$ cat config.mk
export PLATFORM = sky130hd
export DESIGN_NAME = pixel_window_buffer
export DESIGN_NICKNAME = d
export VERILOG_FILES = /design/src/rtl/pixel_pkg.sv /design/src/rtl/line_buffer.sv /design/src/rtl/pixel_window_buffer.sv
export SDC_FILE = /design/constraint.sdc
export NUM_CORES = 1
export LEC_CHECK = 0
export BUFFER_PORTS_ARGS = -buffer_cell sky130_fd_sc_hd__buf_2
export CORE_MARGIN = 2
export CORE_UTILIZATION = 40
export DETAILED_ROUTE_END_ITERATION = 10
export PLACE_DENSITY = 0.58
export SLEW_MARGIN = 30
export SYNTH_ARGS = -nofsm -noshare
export SYNTH_HDL_FRONTEND = slang
export SYNTH_SLANG_ARGS = --single-unit
$ cat constraint.sdc
create_clock -name clk -period 18.2 [get_ports clk]
set_input_delay 1.82 -clock clk [delete_from_list [all_inputs] [get_ports clk]]
set_output_delay 1.82 -clock clk [all_outputs]
set_load 0.05 [all_outputs]
$ cat src/rtl/pixel_pkg.sv
// Shared types and gray-conversion helpers for the pixel window buffer.
// Latency: n/a (types and pure functions only).
// Backpressure: n/a.
package pixel_pkg;

    typedef logic [23:0]      rgb_t;
    typedef logic [7:0]       gray_t;
    typedef logic [8:0][7:0]  window_t;

    typedef enum logic [1:0] {
        FILL = 2'd0,
        RUN  = 2'd1,
        DONE = 2'd2
    } win_state_t;

    // First row/column index that has a full 3x3 neighbourhood behind it
    localparam int EDGE_SKIP = 2;

    // Cheap luma approximation: (R + 2G + B) / 4 in a 10-bit sum
    function automatic gray_t gray_avg(input rgb_t p);
        logic [9:0] w_sum;
        w_sum = 10'(p[23:16]) + {1'b0, p[15:8], 1'b0} + 10'(p[7:0]);
        return gray_t'(w_sum >> 2);
    endfunction

    // BT.601 weights scaled by 256: (77R + 150G + 29B) / 256 in a 16-bit sum
    function automatic gray_t gray_bt601(input rgb_t p);
        logic [15:0] w_sum;
        w_sum = 16'(p[23:16]) * 16'd77 + 16'(p[15:8]) * 16'd150 + 16'(p[7:0]) * 16'd29;
        return gray_t'(w_sum >> 8);
    endfunction

endpackage

$ cat src/rtl/line_buffer.sv
// One image row of gray pixels as a shift-enable register chain.
// Latency: o_dout is the sample pushed DEPTH enables ago.
// Backpressure: none; the chain only moves when i_en is high.
module line_buffer
    import pixel_pkg::*;
#(
    parameter int DEPTH = 32
) (
    input  logic       i_clk,
    input  logic       i_en,
    input  logic [7:0] i_din,
    output logic [7:0] o_dout
);

    gray_t [DEPTH-1:0] r_taps;

    // Shift one sample in per enabled cycle; contents are never reset
    always_ff @(posedge i_clk) begin
        if (i_en) begin
            r_taps <= {r_taps[DEPTH-2:0], i_din};
        end
    end

    assign o_dout = r_taps[DEPTH-1];

endmodule

$ cat src/rtl/pixel_window_buffer.sv
// Raster RGB to gray, two line buffers, emits a 3x3 window per interior pixel.
// Latency: 1 cycle accept-to-window (2 cycles when PIXEL_WINDOW_BT601_EN is defined).
// Backpressure: pix_ready drops while a window is held unconsumed and during DONE.
module pixel_window_buffer
    import pixel_pkg::*;
#(
    parameter int IMG_WIDTH  = 32,
    parameter int IMG_HEIGHT = 32,
    parameter int COL_W      = $clog2(IMG_WIDTH),
    parameter int ROW_W      = $clog2(IMG_HEIGHT)
) (
    input  logic        clk,
    input  logic        rst,
    input  logic        clear,
    input  logic        pix_valid,
    output logic        pix_ready,
    input  logic [23:0] pix_rgb,
    output logic        win_valid,
    input  logic        win_ready,
    output logic [71:0] win_data,
    output logic        frame_done
);

    win_state_t          r_state;
    logic [COL_W-1:0]    r_col;
    logic [ROW_W-1:0]    r_row;
    logic                r_frame_done;
    logic                r_win_valid;
    window_t             r_win_data;
    logic [1:0][7:0]     r_top;
    logic [1:0][7:0]     r_mid;
    logic [1:0][7:0]     r_bot;

    logic                w_out_free;
    logic                w_accept;
    logic                w_col_last;
    logic                w_row_last;
    logic                w_emit_now;
    logic                w_p_vld;
    gray_t               w_p_gray;
    logic                w_p_emit;
    gray_t               w_lb0_out;
    gray_t               w_lb1_out;
    window_t             w_next_win;

    // The output register can take a new window if empty or being drained
    assign w_out_free = !r_win_valid || win_ready;
    // rst forces pix_ready low immediately, not just from the next edge
    assign pix_ready  = !rst && (r_state != DONE) && w_out_free;
    assign w_accept   = pix_valid && pix_ready;
    assign w_col_last = (r_col == COL_W'(IMG_WIDTH - 1));
    assign w_row_last = (r_row == ROW_W'(IMG_HEIGHT - 1));
    assign w_emit_now = (r_row >= ROW_W'(EDGE_SKIP)) && (r_col >= COL_W'(EDGE_SKIP));

`ifdef PIXEL_WINDOW_BT601_EN
    logic  r_s1_vld;
    logic  r_s1_emit;
    gray_t r_s1_gray;
    logic  r_frame_done_d;

    // Register the weighted gray value; the stage moves in step with the output
    always_ff @(posedge clk or posedge rst) begin
        if (rst) begin
            r_s1_vld  <= 1'b0;
            r_s1_emit <= 1'b0;
            r_s1_gray <= '0;
        end else if (clear) begin
            r_s1_vld  <= 1'b0;
        end else if (w_out_free) begin
            r_s1_vld  <= w_accept;
            r_s1_emit <= w_emit_now;
            r_s1_gray <= gray_bt601(pix_rgb);
        end
    end

    // Delay the end-of-frame pulse by the same extra stage as the windows
    always_ff @(posedge clk or posedge rst) begin
        if (rst) begin
            r_frame_done_d <= 1'b0;
        end else if (clear) begin
            r_frame_done_d <= 1'b0;
        end else begin
            r_frame_done_d <= r_frame_done;
        end
    end

    assign w_p_vld    = r_s1_vld && w_out_free && !clear;
    assign w_p_gray   = r_s1_gray;
    assign w_p_emit   = r_s1_emit;
    assign frame_done = r_frame_done_d;
`else
    // A clear in the same cycle drops the pixel before it touches the buffers
    assign w_p_vld    = w_accept && !clear;
    assign w_p_gray   = gray_avg(pix_rgb);
    assign w_p_emit   = w_emit_now;
    assign frame_done = r_frame_done;
`endif

    line_buffer #(.DEPTH(IMG_WIDTH)) u_lb0 (
        .i_clk  (clk),
        .i_en   (w_p_vld),
        .i_din  (w_p_gray),
        .o_dout (w_lb0_out)
    );

    line_buffer #(.DEPTH(IMG_WIDTH)) u_lb1 (
        .i_clk  (clk),
        .i_en   (w_p_vld),
        .i_din  (w_lb0_out),
        .o_dout (w_lb1_out)
    );

    // Keep the two previous columns of each window row; the third is the incoming one
    always_ff @(posedge clk) begin
        if (w_p_vld) begin
            r_top <= {w_lb1_out, r_top[1]};
            r_mid <= {w_lb0_out, r_mid[1]};
            r_bot <= {w_p_gray,  r_bot[1]};
        end
    end

    // Element [0] is top-left (row r-2, col c-2), [8] is the current pixel
    assign w_next_win = {w_p_gray,  r_bot[1], r_bot[0],
                         w_lb0_out, r_mid[1], r_mid[0],
                         w_lb1_out, r_top[1], r_top[0]};

    // Load a new window when an interior pixel lands, else drain on handshake
    always_ff @(posedge clk or posedge rst) begin
        if (rst) begin
            r_win_valid <= 1'b0;
            r_win_data  <= '0;
        end else if (clear) begin
            r_win_valid <= 1'b0;
        end else if (w_p_vld && w_p_emit) begin
            r_win_valid <= 1'b1;
            r_win_data  <= w_next_win;
        end else if (win_ready) begin
            r_win_valid <= 1'b0;
        end
    end

    assign win_valid = r_win_valid;
    assign win_data  = r_win_data;

    // Raster position and frame phase; counters zero on entry to DONE
    always_ff @(posedge clk or posedge rst) begin
        if (rst) begin
            r_state      <= FILL;
            r_col        <= '0;
            r_row        <= '0;
            r_frame_done <= 1'b0;
        end else if (clear) begin
            r_state      <= FILL;
            r_col        <= '0;
            r_row        <= '0;
            r_frame_done <= 1'b0;
        end else begin
            r_frame_done <= 1'b0;
            case (r_state)
                FILL: begin
                    if (w_accept) begin
                        if (w_col_last) begin
                            r_col <= '0;
                            r_row <= r_row + ROW_W'(1);
                            if (r_row == ROW_W'(EDGE_SKIP - 1)) begin
                                r_state <= RUN;
                            end
                        end else begin
                            r_col <= r_col + COL_W'(1);
                        end
                    end
                end
                RUN: begin
                    if (w_accept) begin
                        if (w_col_last && w_row_last) begin
                            r_col        <= '0;
                            r_row        <= '0;
                            r_state      <= DONE;
                            r_frame_done <= 1'b1;
                        end else if (w_col_last) begin
                            r_col <= '0;
                            r_row <= r_row + ROW_W'(1);
                        end else begin
                            r_col <= r_col + COL_W'(1);
                        end
                    end
                end
                DONE: begin
                    r_state <= FILL;
                end
                default: begin
                    r_state <= FILL;
                end
            endcase
        end
    end

endmodule

==> summary.txt, run 1 <==
Initial antenna violation count - 0
Setup TNS - 0 ns
1st-iter DRT viols - 658
CP max stage delay - 0.70 ns
Top layer in use - met4
Leak - 8.34 nW
Critical Path, Cell by Cell - buf_2, nor3_2, and3b_4, buf_6, buf_12, buf_6
Cells after DPL - 1580
Peak fanout along the critical path - 103
WL final - 25800 µm
Ant. Diodes - 0
Max Root-Sink Buffers - 3
Synth Area in Adders - 1.69%
Average routed wire per standard cell - 15.3 µm
Post-CTS setup buffers - 0
Final period utilization - 25.9%
Status - complete, no violations
Yosys reg bits - 614
Layout cells sized above 1 - 25.9%
Final nets - 1027
DRC - 0
Sequential-to-total area share from yosys stat - 90.7%
Number of synthesized flops with an enable pin - 528
# hold bufs at CTS - 0
First-pass GRT wire length - 41300 µm
Max Cap Violations - 0
CP required - 18.43 ns
Minimum clock period after layout - 4.72 ns
Cell Area, Synth - 19800 µm²
CP endpoint kind - flop
Mean Syn Cell Area - 24.4 µm²
Post-DRT Antenna Nets - 0
Rows - 81
Number of global-route vias before repair - 7737
CP top delay family - buffers and inverters
Via count - 7618
CTS-repair resized insts - 0
Cell type with the largest total area after synthesis - edfxtp_1
Die Footprint - 51400 µm²
Crit path DAT - 4.95 ns
Power per Cell Area - 120 nW/µm²
Num CTS Buffers - 58
Synth unique cells - 35
Setup Viol. Count Final - 0
Die width - 227 µm
CTS tree - done
Area grow syn2layout - 15.9%
Placer congestion estimate - 0.685
Worst hold path type - reg -> reg
Clock slew at reported path FFs - 0.06 ns
Final HPWL DP - 13000 µm
VDD IR max - 0.0710 mV
Cell count after synthesis - 815
Main flop type after synthesis - edfxtp_1
Largest net degree at the start of global routing - 125
Hold Fails Final Rpt - 0
Compound-gate portion of the synthesized area - 0.990%
Gr ovfl total - 0
Clk_skew - 0.0223 ns
Drt pass-1 iters - 4
Die Ht - 227 µm
Kind of critical path - in -> reg
Synth Area in XOR/XNOR - 0.265%
Syn Nets - 866
Critical path's slowest cell - buf_6
Initial Utilization - 40.5%
Worst-Margin Slew - 0.812 ns
CTS root buf - clkbuf_16
Htree depth - 2
Synth top area cells - edfxtp_1, dfrtp_1, mux2_2
Core area - 49000 µm²
CTS Sinks - 614
Vias per inst - 4.52
WP buf/inv - 4
Post-synthesis simple-gate area fraction - 1.24%
Area share of the largest cell type after synthesis - 79.9%
Clock latency on the worst-skew pair - 0.60 ns
Met1 WL - 12500 µm
DR WL met2 - 10800 µm
Top cell by count, worst path - buf_6
# IOs - 104
Main combinational cell family by area after synthesis - multiplexers
Met3 Wirelength - 1810 µm
Number of slew-limit violations in the final report - 0
CP startpoint kind - input port
Overall routing resource usage - 10.2%
Fmax - 0.212 GHz
Unrepaired setup endpoints after global routing - false
Fin cells - 1686
I/O Buffers - 103
Asr flop ratio synth - 14.0%
Tightest slew margin relative to the limit - 45.9%
Mux contribution to synthesized area - 4.41%
Synthesis warning total - 0
==> sequential cells by signal (all words and copies together) (netlist names), 2 cells and up <==
| name | flops |
|---|---|
| r_top | 16 |
| r_bot | 8 |
| r_row | 5 |
| u_lb1.o_dout | 8 |
| u_lb0.o_dout | 8 |
| r_state | 2 |
| r_col | 5 |
| r_mid | 8 |
| win_data | 72 |
| u_lb1.r_taps | 240 |
| u_lb0.r_taps | 240 |
==> cells in the final DEF, fill, tap and decap left out, types with 11 or more instances in the layout <==
master / instances
a21oi_1: 15
ha_1: 14
nor2_1: 12
dfrtp_1: 86
clkbuf_16: 58
mux2_2: 63
edfxtp_1: 528
buf_2: 103
clkbuf_1: 21
inv_1: 11
==> path summary, 6_finish.rpt <==
path / startpoint / endpoint / slack [ns] / depth (start not counted)
worst max-delay path: rst / u_lb1.r_taps[161]$_DFFE_PP_ / 13.48 / 6
worst min-delay path: u_lb0.r_taps[245]$_DFFE_PP_ / u_lb0.o_dout[5]$_DFFE_PP_ / 0.40 / 0
worst max register to register: win_valid$_DFFE_PP0P_ / u_lb1.r_taps[161]$_DFFE_PP_ / 14.35 / 6
worst min register to register: u_lb0.r_taps[245]$_DFFE_PP_ / u_lb0.o_dout[5]$_DFFE_PP_ / 0.40 / 0
max in group asynchronous: rst / win_data[32]$_DFFE_PP0P_ / 15.80 / 3
min in group asynchronous: rst / r_state[1]$_DFFE_PP0P_ / 1.27 / 2
==> metrics by stage <==
step	setup WS [ns]	total power, mW	hold WS, ns	area [µm²]	util [%]
2_1_floorplan	7.02	1.65	0.400	19800	-
3_3_place_gp	12.02	1.66	0.401	21200	43.3
3_5_place_dp	12.84	1.66	0.405	21200	43.3
4_1_cts	13.50	2.81	0.402	23000	47.0
5_1_grt	13.23	2.87	0.409	23000	47.0
6_report	13.48	2.76	0.403	23000	47.0
==> cell families after synthesis <==
family,Yosys count
buf+inv,22
compound gates,32
mux,75
fa+ha+maj,22
simple gates,44
xor+xnor,6
flops,614
==> per-layer routing <==
layer | track usage [%] | vias up
met5 | 0 | -
li1 | - | 3510
met1 | 14.8 | 3890
met3 | 3.72 | 54
met2 | 13.9 | 164
met4 | 3.88 | 0
==> report_power, final <==
group	total (mW)	switching (mW)	internal [mW]
registers	1.57	0.00947	1.56
clock network	1.13	0.487	0.644
logic	0.0588	0.0423	0.0165
total	2.76	0.539	2.22
==> cells in the mapped netlist, drive strengths merged, types with 2 or more instances <==
| cell type | instances |
|---|---|
| nor2 | 12 |
| a21oi | 15 |
| or4b | 2 |
| mux2 | 72 |
| o21bai | 2 |
| nor2b | 4 |
| inv | 12 |
| xor2 | 2 |
| xnor2 | 4 |
| o21ai | 9 |
| and3 | 2 |
| nand3 | 3 |
| edfxtp | 528 |
| nand2 | 8 |
| dfrtp | 86 |
| ha | 14 |
| a31oi | 2 |
| or4 | 2 |
| clkbuf | 3 |
| nor3 | 6 |
| fa | 8 |
| buf | 7 |
| mux2i | 3 |
==> layout make-up <==
type	instances	area, µm²
multi-input cells	179	1710
well taps	664	831
clock inverters	24	223
inverters	12	47.5
repair buffers	111	619
clock buffers	82	1570
flip-flops and latches	614	18000
fillers	4020	25900
No activity file was read; power rests on OpenSTA's default activity.
==> run 2, diff against run 1 <==
ABC_AREA = 1   (was unset)
clock period = 4.9 ns   (was 18.2 ns; I/O delays follow)
==> summary.txt, run 2 <==
WL final - 28900 µm (was 25800 µm)
Clock latency on the worst-skew pair - 0.59 ns (was 0.60 ns)
Clk_skew - 0.0124 ns (was 0.0223 ns)
Post-DRT Antenna Nets - 0 (unchanged)
CP endpoint kind - flop (unchanged)
Fillers - 4254 (was 4020)
Initial antenna violation count - 0 (unchanged)
First-pass GRT wire length - 46100 µm (was 41300 µm)
CTS-repair resized insts - 0 (unchanged)
Mean Syn Cell Area - 19.5 µm² (was 24.4 µm²)
Hold wc startpoint - clear (was u_lb0.r_taps[245]$_DFFE_PP_)
DRC - 0 (unchanged)
Average routed wire per standard cell - 15.1 µm (was 15.3 µm)
Asr flop ratio synth - 14.0% (unchanged)
Status - complete, no violations (unchanged)
Via count - 8665 (was 7618)
Largest net degree at the start of global routing - 208 (was 125)
Final Util - 46.7% (was 47.0%)
Max Cap Violations - 0 (unchanged)
Max Root-Sink Buffers - 3 (unchanged)
Hold Fails Final Rpt - 0 (unchanged)
Die Footprint - 52000 µm² (was 51400 µm²)
Crit path DAT - 3.48 ns (was 4.95 ns)
Leak - 8.33 nW (was 8.34 nW)
Area grow syn2layout - 16.0% (was 15.9%)
Core area - 49900 µm² (was 49000 µm²)
CP startpoint kind - flop (was input port)
Gr ovfl total - 0 (unchanged)
Synth unique cells - 29 (was 35)
Power per Cell Area - 452 nW/µm² (was 120 nW/µm²)
Storage element area - 18000 µm² (unchanged)
Drt pass-1 iters - 5 (was 4)
CP required - 5.18 ns (was 18.43 ns)
CTS root buf - clkbuf_16 (unchanged)
Rows - 82 (was 81)
FF-to-FF setup slack - 1.71 ns (was 14.35 ns)
# IOs - 104 (unchanged)
Htree depth - 2 (unchanged)
Number of global-route vias before repair - 8475 (was 7737)
Met3 Wirelength - 1600 µm (was 1810 µm)
Placer congestion estimate - 0.773 (was 0.685)
Final nets - 1238 (was 1027)
Met1 WL - 14800 µm (was 12500 µm)
Fmax - 0.313 GHz
Worst-Margin Slew - 0.907 ns (was 0.812 ns)
Most frequent cells in the layout - edfxtp_1, nand2_1, buf_2 (was edfxtp_1, buf_2, dfrtp_1)
Tightest slew margin relative to the limit - 39.6% (was 45.9%)
Post-CTS setup buffers - 0 (unchanged)
Initial Utilization - 40.3% (was 40.5%)
Die Ht - 228 µm (was 227 µm)
Kind of critical path - reg -> reg (was in -> reg)
DR WL met2 - 11700 µm (was 10800 µm)
Worst hold margin - 0.154 ns (was 0.403 ns)
Syn Nets - 1080 (was 866)
Area share of the largest cell type after synthesis - 79.0% (was 79.9%)
Unrepaired setup endpoints after global routing - false (unchanged)
Cell Area, Synth - 20100 µm² (was 19800 µm²)
Yosys reg bits - 614 (unchanged)
Setup Viol. Count Final - 0 (unchanged)
Number of slew-limit violations in the final report - 0 (unchanged)
1st-iter DRT viols - 638 (was 658)
Vias per inst - 4.54 (was 4.52)
Multi-input gate area - 1760 µm² (was 1710 µm²)
Die width - 228 µm (was 227 µm)
Overall routing resource usage - 11.1% (was 10.2%)
Worst r2r src - r_state[1]$_DFFE_PP0P_ (was win_valid$_DFFE_PP0P_)
Synthesis warning total - 0 (unchanged)
Leading cell type in the layout, fill and taps excluded - edfxtp_1 (unchanged)
Peak fanout along the critical path - 106 (was 103)
Top layer in use - met4 (unchanged)
Most frequent cell after synthesis - edfxtp_1 (unchanged)
Most instantiated cells after synthesis - edfxtp_1, nand2_1, dfrtp_1 (was edfxtp_1, dfrtp_1, mux2_2)
Synth top area cells - edfxtp_1, dfrtp_1, nand2_1 (was edfxtp_1, dfrtp_1, mux2_2)
Ant. Diodes - 0 (unchanged)
VDD IR max - 0.263 mV (was 0.0710 mV)
Reg-to-Reg End - u_lb1.r_taps[68]$_DFFE_PP_ (was u_lb1.r_taps[161]$_DFFE_PP_)
Cell type with the largest total area after synthesis - edfxtp_1 (unchanged)
I/O Buffers - 103 (unchanged)
Worst r2r path cells - 9 (was 6)
Main flop type after synthesis - edfxtp_1 (unchanged)
Num CTS Buffers - 59 (was 58)
Final HPWL DP - 15200 µm (was 13000 µm)
Cell count after synthesis - 1029 (was 815)
Layout cells sized above 1 - 17.1% (was 25.9%)
CTS Sinks - 614 (unchanged)
Critical path endpoint - u_lb1.r_taps[68]$_DFFE_PP_ (was u_lb1.r_taps[161]$_DFFE_PP_)
Worst hold path type - in -> reg (was reg -> reg)
Launch point of the worst path - r_state[1]$_DFFE_PP0P_ (was rst)
Sequential-to-total area share from yosys stat - 89.7% (was 90.7%)
Number of synthesized flops with an enable pin - 528 (unchanged)
Clock slew at reported path FFs - 0.06 ns (about the same)
# hold bufs at CTS - 0 (unchanged)
Minimum clock period after layout - 3.19 ns
CTS tree - done (unchanged)
Final period utilization - 65.2%
Setup TNS - 0 ns (unchanged)
-- run 2: cell types whose count changed after synthesis, moves of 3 or more --
cell	previous run	this run
mux2i_1	3	0
mux2_2	63	0
nor2b_1	4	0
o21ai_0	9	14
mux2_4	9	0
nand2_1	8	263
inv_1	12	37
a21oi_1	15	8
nand4_1	1	7
buf_6	7	13
xnor2_1	4	1
nand3_1	3	16
-- run 2: worst min path at each step --
stage,depth (start not counted),to
final,2,r_state[1]$_DFFE_PP0P_
after global routing,2,r_state[1]$_DFFE_PP0P_
after CTS,2,r_state[1]$_DFFE_PP0P_
after detailed placement,0,u_lb0.r_taps[112]$_DFFE_PP_
after global placement,0,u_lb0.r_taps[38]$_DFFE_PP_
after floorplan,0,u_lb0.o_dout[0]$_DFFE_PP_
-- run 2: per-stage QoR --
| step | power (mW) | setup WS (ns) | instance area (µm²) | instances |
|---|---|---|---|---|
| after floorplan | 6.27 | -5.62 | 20100 | 1029 |
| after global placement | 6.35 | 1.52 | 21300 | 1795 |
| after detailed placement | 6.36 | 1.53 | 21400 | 1797 |
| after CTS | 10.7 | 1.75 | 23200 | 1908 |
| after global routing | 10.9 | 1.44 | 23300 | 1909 |
| final | 10.5 | 1.71 | 23300 | 1909 |
-- run 2: area by class of cell --
type | count | share of cell area [%]
clock buffer | 85 | 7.29
clock inverter | 26 | 0.720
inverter | 37 | 0.629
multi-input combinational | 361 | 7.57
sequential | 614 | 77.3
tap | 672 | 3.61
timing repair buffer | 114 | 2.85
-- run 2: where the power goes --
part           internal (mW)  switching, mW  total [mW]
combinational         0.0956          0.313       0.409
clock                   2.46           1.83        4.28
sequential              5.79         0.0483        5.84
-- run 2: metal layers --
layer  vias to the layer above  GRT usage [%]
met2                       221           15.0
met5                         -              0
met3                        57           2.68
met4                         0           4.33
met1                      4338           17.3
li1                       4049              -
-- run 2: critical path: stages, from the launching register on --
cell and delay [ns]:
dfrtp_1 0.41, nand2_1 0.12, nand3_2 0.11, nor2_4 0.16
nand2_4 0.10, clkinvlp_4 0.12, buf_12 0.40, buf_16 0.44
buf_4 0.59, buf_12 0.30
-- run 2: cell families after synthesis --
family                   Yosys count  share of synthesized area (%)
AO/OA/AOI/OAI                     24                          0.623
adder cells (fa/ha/maj)           22                           1.67
buffers and inverters             54                           1.53
XOR/XNOR                           4                          0.175
AND/OR/NAND/NOR                  311                           6.28
flip-flops                       614                           89.7
==> run 3, diff against run 2 <==
ABC_AREA = 0   (was 1)
clock period = 3.2 ns   (was 4.9 ns; I/O delays follow)
==> summary.txt, run 3 (same netlist as run 1, synthesis figures left out) <==
Minimum clock period after layout - 2.31 ns (was 3.19 ns)
Most frequent cells in the layout - edfxtp_1, buf_2, dfrtp_1 (was edfxtp_1, nand2_1, buf_2)
CTS tree - done (unchanged)
Final nets - 1037 (was 1238)
VDD IR max - 0.416 mV (was 0.263 mV)
Core area - 49000 µm² (was 49900 µm²)
Crit path DAT - 2.79 ns (was 3.48 ns)
Initial Utilization - 40.5% (was 40.3%)
Hold Fails Final Rpt - 0 (unchanged)
Final HPWL DP - 12800 µm (was 15200 µm)
FF-to-FF setup slack - 0.89 ns (was 1.71 ns)
CP max stage delay - 0.49 ns (was 0.59 ns)
Largest net degree at the start of global routing - 117 (was 208)
I/O Buffers - 103 (unchanged)
Clock latency on the worst-skew pair - 0.61 ns (was 0.59 ns)
Final Util - 47.5% (was 46.7%)
Vias per inst - 4.52 (was 4.54)
Layout cells sized above 1 - 27.2% (was 17.1%)
Number of global-route vias before repair - 7587 (was 8475)
Max Cap Violations - 0 (unchanged)
# hold bufs at CTS - 3 (was 0)
Fmax - 0.434 GHz (was 0.313 GHz)
CTS Sinks - 614 (unchanged)
CTS root buf - clkbuf_16 (unchanged)
First-pass GRT wire length - 41000 µm (was 46100 µm)
Post-DRT Antenna Nets - 0 (unchanged)
CP required - 3.68 ns (was 5.18 ns)
Average routed wire per standard cell - 15.2 µm (was 15.1 µm)
Power per Cell Area - 690 nW/µm² (was 452 nW/µm²)
Max Root-Sink Buffers - 3 (unchanged)
WL final - 25900 µm (was 28900 µm)
Placer congestion estimate - 0.711 (was 0.773)
Storage element area - 18000 µm² (about the same)
Kind of critical path - reg -> reg (unchanged)
Reg-to-Reg End - win_data[70]$_DFFE_PP0P_ (was u_lb1.r_taps[68]$_DFFE_PP_)
Critical Path, Cell by Cell - or3_4, o311ai_4, buf_4, mux2_2 (was nand2_1, nand3_2, nor2_4, nand2_4, clkinvlp_4, buf_12, buf_16, buf_4, buf_12)
Number of slew-limit violations in the final report - 0 (unchanged)
Multi-input gate area - 1720 µm² (was 1760 µm²)
Peak fanout along the critical path - 26 (was 106)
Htree depth - 2 (unchanged)
Leak - 8.47 nW (was 8.33 nW)
CTS-repair resized insts - 0 (unchanged)
CP Depth - 4 (was 9)
DRC - 0 (unchanged)
Leading cell type in the layout, fill and taps excluded - edfxtp_1 (unchanged)
Via count - 7700 (was 8665)
Area grow syn2layout - 17.2% (was 16.0%)
Worst hold margin - 0.0765 ns (was 0.154 ns)
# IOs - 104 (unchanged)
Launch point of the worst path - r_row[2]$_DFFE_PP0P_ (was r_state[1]$_DFFE_PP0P_)
Worst hold path type - in -> reg (unchanged)
Gr ovfl total - 0 (unchanged)
Worst-Margin Slew - 0.917 ns (was 0.907 ns)
Worst r2r src - r_row[2]$_DFFE_PP0P_ (was r_state[1]$_DFFE_PP0P_)
Setup Viol. Count Final - 0 (unchanged)
CP startpoint kind - flop (unchanged)
Die Footprint - 51400 µm² (was 52000 µm²)
Worst r2r path cells - 4 (was 9)
CP endpoint kind - flop (unchanged)
Tightest slew margin relative to the limit - 38.8% (was 39.6%)
Clock slew at reported path FFs - 0.06 ns (about the same)
Ant. Diodes - 0 (unchanged)
Critical path endpoint - win_data[70]$_DFFE_PP0P_ (was u_lb1.r_taps[68]$_DFFE_PP_)
Num CTS Buffers - 61 (was 59)
CP top delay family - compound AO/OA/AOI/OAI gates (was buffers and inverters)
WP buf/inv - 1 (was 5)
Fillers - 4021 (was 4254)
Initial antenna violation count - 0 (unchanged)
Die Ht - 227 µm (was 228 µm)
Drt pass-1 iters - 4 (was 5)
Clk_skew - 0.0169 ns (was 0.0124 ns)
Rows - 81 (was 82)
1st-iter DRT viols - 574 (was 638)
Overall routing resource usage - 10.1% (was 11.1%)
Status - complete, no violations (unchanged)
Final period utilization - 72.0% (was 65.2%)
Post-CTS setup buffers - 0 (unchanged)
Setup TNS - 0 ns (unchanged)
Hold Path Cell Cnt - 2 (unchanged)
Unrepaired setup endpoints after global routing - false (unchanged)
Critical path's slowest cell - o311ai_4 (was buf_4)
Die width - 227 µm (was 228 µm)
## run 3: worst min path at each step
stage,start,to,slack (ns)
after global placement,u_lb0.r_taps[207]$_DFFE_PP_,u_lb0.r_taps[215]$_DFFE_PP_,0.40
after CTS,clear,r_col[4]$_DFFE_PP0P_,0.03
after global routing,clear,r_col[4]$_DFFE_PP0P_,0.06
after floorplan,clear,r_row[4]$_DFFE_PP0P_,0.38
after detailed placement,u_lb0.r_taps[116]$_DFFE_PP_,u_lb0.r_taps[124]$_DFFE_PP_,0.40
final,clear,r_col[4]$_DFFE_PP0P_,0.08
## run 3: worst reg2reg max path, stage by stage, from the launching register on
cell	delay, ns
dfrtp_1	0.41
or3_4	0.42
o311ai_4	0.49
buf_4	0.46
mux2_2	0.41
## run 3: report_power, final
part / internal [mW] / total [mW] / switching (mW)
Clock: 3.93 / 6.78 / 2.85
Sequential: 8.87 / 8.93 / 0.0547
Combinational: 0.101 / 0.343 / 0.242
## run 3: final cells by class
type                            instances  area share (%)
Multi-Input combinational cell        179            7.40
Tap cell                              664            3.57
Inverter                               12           0.204
Sequential cell                       614            77.4
Clock inverter                         18           0.522
Timing Repair Buffer                  118            3.00
Clock buffer                           98            7.90
## run 3: layer usage
layer	part of all wire (%)	wire length, µm	vias to the layer above	global-route usage, %
li1	-	-	3543	-
met1	49	12700	3944	14.8
met2	42	10900	163	14.1
met3	6.5	1680	50	3.56
met4	2.2	580	0	3.48
met5	0	0	-	0
## run 3: through the flow
step	total power, mW	cell area (µm²)	setup slack (ns)	std cells
2_1_floorplan	9.34	19900	-4.12	815
3_3_place_gp	9.43	21300	0.658	1584
3_5_place_dp	9.44	21300	0.614	1584
4_1_cts	16.3	23300	0.883	1703
5_1_grt	16.7	23300	0.776	1703
6_report	16.1	23300	0.895	1703
